**config.mk**
```make
export PLATFORM = sky130hd
export DESIGN_NAME = sprite_rom_arbiter
export DESIGN_NICKNAME = d
export VERILOG_FILES = /design/src/rtl/sprite_rom_pkg.sv /design/src/rtl/rr_arbiter.sv /design/src/rtl/sprite_rom_arbiter.sv
export SDC_FILE = /design/constraint.sdc
export NUM_CORES = 1
export LEC_CHECK = 0
export CAP_MARGIN = 25
export CORE_MARGIN = 5
export CORE_UTILIZATION = 25
export DETAILED_ROUTE_END_ITERATION = 8
export PLACE_DENSITY = 0.56
export SLEW_MARGIN = 20
export SYNTH_ARGS = -nofsm -noshare
export SYNTH_HDL_FRONTEND = slang
export SYNTH_SLANG_ARGS = --single-unit
```
**constraint.sdc**
```tcl
create_clock -name clk -period 8.25 [get_ports clk]
set_input_delay 1.65 -clock clk [delete_from_list [all_inputs] [get_ports clk]]
set_output_delay 1.65 -clock clk [all_outputs]
set_load 0.02 [all_outputs]
```
**src/rtl/sprite_rom_pkg.sv**
```systemverilog
// Shared constants and FSM state type for the sprite ROM arbiter.
// Holds the default image geometry and the ROM address/data widths.
package sprite_rom_pkg;
   localparam int IMG_W_DEF = 584;
   localparam int IMG_H_DEF = 167;
   localparam int ROW_W     = 8;
   localparam int COL_W     = 10;
   localparam int COLOR_W   = 12;

   typedef enum logic [1:0] {
      ST_IDLE   = 2'd0,
      ST_ACTIVE = 2'd1,
      ST_DRAIN  = 2'd2
   } state_e;
endpackage

```
**src/rtl/rr_arbiter.sv**
```systemverilog
// Round-robin arbiter: one-hot grant searched from a rotating priority pointer.
// The pointer moves past the winner only when something is granted.
module rr_arbiter #(
   parameter  int NUM_REQ = 4,
   localparam int IDX_W   = (NUM_REQ > 1) ? $clog2(NUM_REQ) : 1
) (
   input  logic               clk,
   input  logic               rst_n,
   input  logic [NUM_REQ-1:0] req_i,
   output logic [NUM_REQ-1:0] gnt_o,
   output logic [IDX_W-1:0]   win_idx_o,
   output logic [IDX_W-1:0]   ptr_o
);

   logic [IDX_W-1:0] ptr_q, ptr_d;
   logic             found;
   int               idx;

   // Every grant implies its request, so any grant bit is a transfer.
   always_comb begin
      gnt_o     = '0;
      win_idx_o = '0;
      found     = 1'b0;
      idx       = 0;
      for (int k = 0; k < NUM_REQ; k++) begin
         idx = int'(ptr_q) + k;
         if (idx >= NUM_REQ) idx = idx - NUM_REQ;
         if (!found && req_i[idx]) begin
            found      = 1'b1;
            gnt_o[idx] = 1'b1;
            win_idx_o  = IDX_W'(idx);
         end
      end
   end

   always_comb begin
      ptr_d = ptr_q;
      if (found) begin
         if (int'(win_idx_o) == NUM_REQ - 1) ptr_d = '0;
         else                                ptr_d = win_idx_o + IDX_W'(1);
      end
   end

   always_ff @(posedge clk or negedge rst_n) begin
      if (!rst_n) ptr_q <= '0;
      else        ptr_q <= ptr_d;
   end

   assign ptr_o = ptr_q;

endmodule

```
**src/rtl/sprite_rom_arbiter.sv**
```systemverilog
// Shares one synchronous image ROM between NUM_REQ requesters, round-robin.
// Handshake: a transfer happens on a rising edge where req[i] and gnt[i] are both high; the requester holds req/row/col until then.
module sprite_rom_arbiter
   import sprite_rom_pkg::*;
#(
   parameter int NUM_REQ = 4,
   parameter int IMG_W   = IMG_W_DEF,
   parameter int IMG_H   = IMG_H_DEF
) (
   input  logic                     clk,
   input  logic                     rst_n,
   input  logic                     en,
   input  logic [NUM_REQ-1:0]       req,
   input  logic [NUM_REQ*ROW_W-1:0] req_row,
   input  logic [NUM_REQ*COL_W-1:0] req_col,
   output logic [NUM_REQ-1:0]       gnt,
   output logic [ROW_W-1:0]         rom_row,
   output logic [COL_W-1:0]         rom_col,
   input  logic [COLOR_W-1:0]       rom_color,
   output logic [NUM_REQ-1:0]       rsp_valid,
   output logic [COLOR_W-1:0]       rsp_color,
   output logic                     rsp_oob,
   output logic                     busy,
   output state_e                   dbg_state_o
);

   localparam int IDX_W = (NUM_REQ > 1) ? $clog2(NUM_REQ) : 1;

   state_e               state_q, state_d;
   logic                 grant_allow;
   logic [NUM_REQ-1:0]   arb_req;
   logic [IDX_W-1:0]     win_idx;
   logic [IDX_W-1:0]     ptr_unused;
   logic                 transfer;
   logic [ROW_W-1:0]     win_row;
   logic [COL_W-1:0]     win_col;
   logic                 win_oob;

   logic                 s1_v_q, s2_v_q;
   logic [IDX_W-1:0]     s1_idx_q, s2_idx_q;
   logic                 s1_oob_q, s2_oob_q;
   logic [ROW_W-1:0]     rom_row_q;
   logic [COL_W-1:0]     rom_col_q;
   logic [NUM_REQ-1:0]   rsp_valid_q;
   logic [COLOR_W-1:0]   rsp_color_q;
   logic                 rsp_oob_q;

   // Gating on en directly keeps the falling-en cycle grant-free.
   assign grant_allow = (state_q == ST_ACTIVE) && en;
   assign arb_req     = req & {NUM_REQ{grant_allow}};

   rr_arbiter #(.NUM_REQ(NUM_REQ)) u_rr (
      .clk       (clk),
      .rst_n     (rst_n),
      .req_i     (arb_req),
      .gnt_o     (gnt),
      .win_idx_o (win_idx),
      .ptr_o     (ptr_unused)
   );

   assign transfer = |gnt;
   assign win_row  = req_row[int'(win_idx)*ROW_W +: ROW_W];
   assign win_col  = req_col[int'(win_idx)*COL_W +: COL_W];
   assign win_oob  = (int'(win_row) >= IMG_H) || (int'(win_col) >= IMG_W);

   always_comb begin
      state_d = state_q;
      case (state_q)
         ST_IDLE:   if (en) state_d = ST_ACTIVE;
         ST_ACTIVE: if (!en) state_d = ST_DRAIN;
         ST_DRAIN: begin
            if (en)                        state_d = ST_ACTIVE;
            else if (!s1_v_q && !s2_v_q)   state_d = ST_IDLE;
         end
         default:   state_d = ST_IDLE;
      endcase
   end

   always_ff @(posedge clk or negedge rst_n) begin
      if (!rst_n) state_q <= ST_IDLE;
      else        state_q <= state_d;
   end

   // Stage 1 tags the address just issued; stage 2 aligns with ROM data.
   always_ff @(posedge clk or negedge rst_n) begin
      if (!rst_n) begin
         rom_row_q   <= '0;
         rom_col_q   <= '0;
         s1_v_q      <= 1'b0;
         s1_idx_q    <= '0;
         s1_oob_q    <= 1'b0;
         s2_v_q      <= 1'b0;
         s2_idx_q    <= '0;
         s2_oob_q    <= 1'b0;
         rsp_valid_q <= '0;
         rsp_color_q <= '0;
         rsp_oob_q   <= 1'b0;
      end else begin
         if (transfer) begin
            rom_row_q <= win_row;
            rom_col_q <= win_col;
         end
         s1_v_q      <= transfer;
         s1_idx_q    <= win_idx;
         s1_oob_q    <= win_oob;
         s2_v_q      <= s1_v_q;
         s2_idx_q    <= s1_idx_q;
         s2_oob_q    <= s1_oob_q;
         rsp_valid_q <= s2_v_q ? (NUM_REQ'(1) << s2_idx_q) : '0;
         if (s2_v_q) begin
            rsp_color_q <= s2_oob_q ? '0 : rom_color;
            rsp_oob_q   <= s2_oob_q;
         end
      end
   end

   assign rom_row     = rom_row_q;
   assign rom_col     = rom_col_q;
   assign rsp_valid   = rsp_valid_q;
   assign rsp_color   = rsp_color_q;
   assign rsp_oob     = rsp_oob_q;
   assign busy        = (state_q != ST_IDLE) || s1_v_q || s2_v_q;
   assign dbg_state_o = state_q;

endmodule

```
== Word-level counts from Yosys, hierarchy flattened ==
Index checks and enable logic that the tools add are counted.

* Logic and storage cells: 114
* Input bits: 91
* Register bits: 47
* Output and inout port bits: 42

* Mux-type cells: 44
* Order comparisons: 14
* Shift-type cells: 3
* Add/subtract/negate cells: 8
* Multiply operators: 1
* Reduce and logical (&&, ||, !) cells: 21
* Bitwise logic cells: 4
* Equal/unequal tests: 6

{| class="wikitable"
|+ Operators by type and width
! kind !! number
|-
| $ge 32x1->1 const B || 4
|-
| $lt 32x4->1 const B || 4
|-
| $mux 32 || 4
|-
| $ge 32x4->1 const B || 3
|-
| $sub 32x4->32 const B || 3
|-
| $shiftx 40x7->10 || 1
|-
| $shiftx 32x6->8 || 1
|-
| $mux 4 || 5
|-
| $mux 2 || 9
|-
| $mux 1 || 16
|-
| $mux 12 || 1
|-
| $or 4x4->4 || 3
|-
| $ge 10x10->1 const B || 1
|-
| $logic_and 1x1->1 || 9
|-
| $bmux 1 s2 || 4
|-
| $demux 1 s2 || 4
|-
| $ge 8x8->1 const B || 1
|-
| $add 2x2->3 const B || 2
|-
| $pmux 2 s3 || 1
|-
| $logic_not 1->1 || 5
|-
| $mul 2x3->5 const B || 1
|-
| $and 4x4->4 || 1
|-
| $eq 2x1->1 const B || 2
|-
| $ne 2x2->1 const B || 2
|-
| other kinds (12) || 14
|}

== Longest topological paths before layout ==
Gate-level depths: netlist of run 1.

* Word-level depth: 20
* Mapped depth: 10

== Cells and area by module ==
From an unflattened synthesis of run 1, not the netlist that was laid out.

* Cell total of the unflattened synthesis: 216
* Area, all modules: 2778.9 µm²

{| class="wikitable"
|+ By module, submodules not included
! module !! sequential area each (µm²) !! instances !! cells each !! area each (µm²)
|-
| sprite_rom_arbiter || 1126.1 || 1 || 153 || 2164.6
|-
| rr_arbiter || 50.0 || 1 || 63 || 614.3
|}

== Worst setup path after synthesis of run 1 ==
No wires, ideal clock.

* Path kind: input to output
* Start: input req[1]
* End: output gnt[2]
* Required time: 6.600 ns
* Setup slack: 3.874 ns
* Path buffers: 0
* Stages: 4
* Arrival: 2.726 ns
* Cells stage by stage: nor2b_1 > mux4_2 > a32oi_1 > nand3_1

* Word-level cells in the longest chain between the ends: 14
* Elaborated cells on any way between the ends: 29
* Classes of those cells: mux (19); bitwise (4); reduce/logical (6)

{| class="wikitable"
|+ RTL lines
! element !! RTL line !! source
|-
| start: declaration || sprite_rom_arbiter.sv:13 || <nowiki>input logic [NUM_REQ-1:0] req,</nowiki>
|-
| $and 4x4->4 * || sprite_rom_arbiter.sv:50 || <nowiki>assign arb_req = req & {NUM_REQ{grant_allow}};</nowiki>
|-
| $bmux 1 s2 || rr_arbiter.sv:28 || <nowiki>if (!found && req_i[idx]) begin</nowiki>
|-
| $mux 1 (not written as such) (2 in a row) || rr_arbiter.sv:28 ||
|-
| $mux 1 || rr_arbiter.sv:28 ||
|-
| $logic_not 1->1 || rr_arbiter.sv:28 ||
|-
| $logic_and 1x1->1 || rr_arbiter.sv:28 ||
|-
| $mux 1 || rr_arbiter.sv:28 ||
|-
| $logic_not 1->1 || rr_arbiter.sv:28 ||
|-
| $logic_and 1x1->1 || rr_arbiter.sv:28 ||
|-
| $mux 1 || rr_arbiter.sv:28 ||
|-
| $logic_not 1->1 || rr_arbiter.sv:28 ||
|-
| $logic_and 1x1->1 || rr_arbiter.sv:28 ||
|-
| $mux 4 * || rr_arbiter.sv:28 ||
|-
| end: declaration || sprite_rom_arbiter.sv:16 || <nowiki>output logic [NUM_REQ-1:0] gnt,</nowiki>
|}

Mark *: on every way between the ends. The rest lies on a longest branch, timed or not. The select of a mux whose other input is x is not followed.

== Worst setup path in the final report of run 1 ==
* Start: input req[3]
* End: output gnt[3]

The elaborated chain is that of the path after synthesis.

==> flow_summary.ini, run 1 <==
[run_status]
status = completed

[global_routing]
grt_pass1_wl_mm = 13.6
grt_max_degree = 48
gr-usage-all-layers = 0.118
antenna_found_initial = 0
grt_pass1_vias = 2778
gr-total-overflow = 0

[setup_path]
cp-start-kind = input pin
endpoint_kind = output pin
r2r_cells = 9
critical_path_class = in2out
crit_required_ns = 6.60
arrival_ns = 4.03
crit_fanout = 7

[logic_synthesis]
yosysMostFrequentCell = mux2i_1
synthArstFlopShare = 1.00
synth_edf_count = 0
synthCells = 265
synth_area_mm2 = 0.00295
synth_top_cell_by_area = dfrtp_1
synth.distinct_cells = 42
syn_area_per_cell_um2 = 11.1
yosysSeqAreaShare = 0.398
ys_ff_latch = 47
synth_area_leaders = dfrtp_1 40%, mux2i_1 20%, mux2_2 5.3%
synth_common_cells = 58 x mux2i_1, 47 x dfrtp_1, 17 x inv_1
yosys_warnings = 0
syn_nets = 364
synth_top_flop_cell = dfrtp_1
netlist.area_leader.share = 0.398

[layout]
n_antenna_cell = 0
syn_to_final_growth_pct = 55.6
seq_area_mm2 = 0.00118
fillers = 1148
multi_input_area_mm2 = 0.00166
drive_gt1_frac = 0.111
fin_nets = 496

[power]
power.density_mw_per_mm2 = 282
leakage_nw = 2.10
ir_drop_uv = 96.6
total_power_w = 0.00130

[clock_network]
cts_hold_buffers = 0
cts_max_path_buffers = 2
clkTransAtPathRegs_ns = 0.06
clockRootBuffer = clkbuf_16
cts_tree = built
htreeDepth = 2
post_cts_buffers = 0
cts_buffers = 5
clock_latency_ns = 0.28
clock-sinks = 47
cts.repair.resized = 0

[sta]
worst_clock_skew_ns = 0.00509
fmax_mhz = 176
slew_headroom = 0.561
worstMarginPinSlew_ns = 0.659
hold_violations = 0
tns_ns = 0
setup_viol_count_final = 0
rsz0062_at_grt = false
fin_crit_sh = 0.688
slew_viol_final = 0
fin_crit_ns = 5.68

[floorplanning]
die_area_mm2 = 0.0141
core_mm2 = 0.0115
die_height_um = 119
die_w_um = 119
io_pins = 133
initial_core_util = 0.256
core.rowCount = 39

[routing]
routedWlPerCell_um = 15.4
vias = 2525
wl_met1_mm = 3.47
ant_nets = 0
met2RoutedLength_mm = 4.11
dr.first_iter.drc_count = 49
drt_wl_total_mm = 8.30
post-route-drc-count = 0
topRoutingLayerUsed = met4
dr.pass1.iters = 4
met3_length_um = 672
via_per_inst = 4.68

[job]
drv_cap = 0

[placed_design]
port_buffers = 132
dp_hpwl_mm = 6.60
gp_congestion = 0.827

[hold_path]
hold_path.class = reg2reg
holdPathStages = 0
[metal layers]
metal / vias to the layer above / global-route usage
li1: 1237 / -
met4: 0 / 0.0261
met1: 1195 / 0.132
met3: 6 / 0.0535
met2: 87 / 0.206
met5: - / 0
[critical path, cell delays in order]
cell and delay, ns:
clkdlybuf4s50_1 0.50, mux2_1 0.35, nor3_1 0.50, a32oi_1 0.20, nand3_1 0.19, clkdlybuf4s50_1 0.63
[cells by family after synthesis]
family | share of synthesized area
buffers and inverters | 0.0458
multiplexers | 0.312
XOR/XNOR | 0.00297
adder cells (fa/ha/maj) | 0.0339
AO/OA/AOI/OAI | 0.0953
AND/OR/NAND/NOR | 0.111
flip-flops | 0.398
[report_power, final]
group          switching (W)  internal (W)
Clock              0.0000840      0.000141
Combinational       0.000322      0.000364
Sequential         0.0000672      0.000317
Total               0.000473      0.000823
[layout by cell type, fill, tap and decap left out, types with 2 or more instances in the layout]
cell type,count
mux2_4,7
o21ai_0,14
mux2_2,14
inv_2,2
inv_1,17
nand2_1,14
and3_1,2
nor3_1,6
nor2_1,8
nor3b_1,3
ha_1,8
nor2b_1,6
dfrtp_1,47
nand3_1,4
a21oi_1,4
a311oi_1,3
mux4_2,3
o211ai_1,5
o31a_1,4
a32oi_1,4
mux2i_1,58
clkdlybuf4s50_1,131
clkbuf_16,5
nand3b_1,4
buf_4,4
[cell type report]
type | instances | area share
clock inverters | 2 | 0.00817
multi-input cells | 188 | 0.361
clock buffers | 5 | 0.0272
well taps | 143 | 0.0389
flip-flops and latches | 47 | 0.256
inverters | 19 | 0.0155
repair buffers | 136 | 0.293
[registers in the layout, summed over array words and instances (netlist names)]
| signal | flops |
|---|---|
| s2_oob_q | 1 |
| s1_oob_q | 1 |
| s1_v_q | 1 |
| dbg_state_o | 2 |
| u_rr.ptr_o | 2 |
| s1_idx_q | 2 |
| rsp_oob | 1 |
| rom_col | 10 |
| rsp_color | 12 |
| rsp_valid | 4 |
| s2_idx_q | 2 |
| rom_row | 8 |
| s2_v_q | 1 |
[worst paths after layout]
kind                               start     endpoint  slack, ns
hold reg to reg              s1_idx_q[0]  s2_idx_q[0]       0.35
setup / recovery                  req[3]       gnt[3]       2.57
setup reg to reg           u_rr.ptr_o[0]     s1_oob_q       4.64
max in group asynchronous          rst_n      rsp_oob       6.35
hold / removal               s1_idx_q[0]  s2_idx_q[0]       0.35
min in group asynchronous          rst_n   rom_col[7]       1.46
[metrics by stage]
stage	worst slack, ns	hold slack, ns	cells	instance area (um2)	utilization
2_1_floorplan	3.87	0.331	265	2950	-
3_3_place_gp	2.74	0.334	533	4430	0.385
3_5_place_dp	2.60	0.336	533	4430	0.385
4_1_cts	2.60	0.351	540	4590	0.399
5_1_grt	2.47	0.371	540	4590	0.399
6_report	2.57	0.347	540	4590	0.399
Note: power is estimated with default switching activity, not from simulation.
==> run 2, diff against run 1 <==
==> constraint.sdc (replaced) <==
create_clock -name clk -period 6 [get_ports clk]
set_input_delay 1.2 -clock clk [delete_from_list [all_inputs] [get_ports clk]]
set_output_delay 1.2 -clock clk [all_outputs]
set_load 0.02 [all_outputs]
==> run 2 against run 1 <==
Global-route usage is 0.56 points higher. Sequential power increased by 38%. Via count grew 0.55%. Routed wire length rose by 3.2%. Design area grew 0.49%. Non-clock buffer count rose by 1. Core utilization is 0.20 points higher. Flip-flop and latch count unchanged. Highest routed layer unchanged. Combinational power is 39% higher. First-iteration DRC count is 69% higher.
==> flow_summary.ini, run 2 (synthesized netlist as in run 1, its figures left out) <==
[clock_network]
htreeDepth = 2
cts_max_path_buffers = 2
post_cts_buffers = 0
cts_buffers = 5
cts_tree = built
cts.repair.resized = 0
clock_latency_ns = 0.28
clock-sinks = 47
cts_hold_buffers = 0
clkTransAtPathRegs_ns = 0.06
clockRootBuffer = clkbuf_16

[placed_design]
dp_slack_ns = 1.28
dp.cells = 534
dp_hpwl_mm = 6.78
port_buffers = 132
gp_congestion = 0.865

[routing]
routedWlPerCell_um = 15.8
dr.pass1.iters = 4
via_per_inst = 4.68
vias = 2539
post-route-drc-count = 0
drt_wl_total_mm = 8.57
dr.first_iter.drc_count = 83
ant_nets = 0

[sta]
worst_clock_skew_ns = 0.00348
fin_crit_ns = 4.80
setup_slack_ns = 1.20
tns_ns = 0
fmax_mhz = 209
rsz0062_at_grt = false
fin_crit_sh = 0.799
slew_viol_final = 0
hold_violations = 0
slew_headroom = 0.437
setup_viol_count_final = 0
worstMarginPinSlew_ns = 0.842
whs_ns = 0.352

[hold_path]
hold_path.class = reg2reg
hold_start = s1_idx_q[0]
whs_endpoint = s2_idx_q[0]
holdPathStages = 0

[layout]
syn_to_final_growth_pct = 56.4
fin_cells = 542
largest_reg_flops = 12
final_common_cell = clkdlybuf4s50_1
fin_nets = 497
drive_gt1_frac = 0.115
most-common-layout-cells = 131 x clkdlybuf4s50_1, 58 x mux2i_1, 47 x dfrtp_1, 17 x inv_1
fin_util = 0.401
n_antenna_cell = 0

[setup_path]
cp-start-kind = input pin
crit_fanout = 7
critical_path_class = in2out
arrival_ns = 3.60
r2r_cells = 9
crit_required_ns = 4.80
endpoint_kind = output pin
rrSetupSlack_ns = 2.27
r2r-start = u_rr.ptr_o[0]
rr_endpoint = s1_oob_q

[floorplanning]
initial_core_util = 0.256
io_pins = 133
die_w_um = 119
die_height_um = 119
core.rowCount = 39
core_mm2 = 0.0115
die_area_mm2 = 0.0141

[job]
drv_cap = 0

[run_status]
status = completed

[global_routing]
grt_pass1_vias = 2832
gr-total-overflow = 0
grt_max_degree = 48
antenna_found_initial = 0
gr-usage-all-layers = 0.124
grt_pass1_wl_mm = 14.3

[power]
leakage_nw = 2.12
power.density_mw_per_mm2 = 393
ir_drop_uv = 127
-- run 2: cell types whose count changed in the layout (fill, tap and decap cells not counted), sizes merged --
cell,previous run,this run
buf,5,6
inv,19,20
clkinvlp,1,0
clkbuf,5,6
-- run 2: worst max path at each step --
stage | endpoint | from
after floorplan | rom_col[1] | req[1]
after global placement | gnt[0] | req[3]
after detailed placement | gnt[0] | req[3]
after CTS | gnt[0] | req[3]
after global routing | gnt[3] | req[3]
final | gnt[0] | req[3]
-- run 2: layer usage --
| metal | part of all wire | vias up | GRT usage |
|---|---|---|---|
| li1 | - | 1231 | - |
| met1 | 0.40 | 1179 | 0.142 |
| met2 | 0.49 | 117 | 0.215 |
| met3 | 0.090 | 12 | 0.0487 |
| met4 | 0.015 | 0 | 0.0311 |
| met5 | 0 | - | 0 |
-- run 2: cell type report --
class                           instances  area (um2)
Clock buffer                            6         139
Inverter                               19        71.3
Multi-Input combinational cell        188        1660
Clock inverter                          2        38.8
Sequential cell                        47        1180
Fill cell                            1128        6900
Tap cell                              143         179
Timing Repair Buffer                  137        1350
-- run 2: per-stage QoR --
step,instance area [um2],power (W)
2_1_floorplan,2950,0.00111
3_3_place_gp,4440,0.00149
3_5_place_dp,4440,0.00150
4_1_cts,4620,0.00185
5_1_grt,4620,0.00193
6_report,4620,0.00181
-- run 2: worst max-delay path, cell delays in order --
cell and delay, ns:
clkdlybuf4s50_1 0.51, mux2_1 0.36, nor3_1 0.51, a32oi_1 0.19
nand3_1 0.18, clkdlybuf4s50_1 0.64
-- run 2: power breakdown --
group	internal [W]	total (W)	leakage [nW]	switching [W]
logic	0.000503	0.000954	1.44	0.000451
clock network	0.000209	0.000329	0.0875	0.000120
registers	0.000436	0.000530	0.587	0.0000937
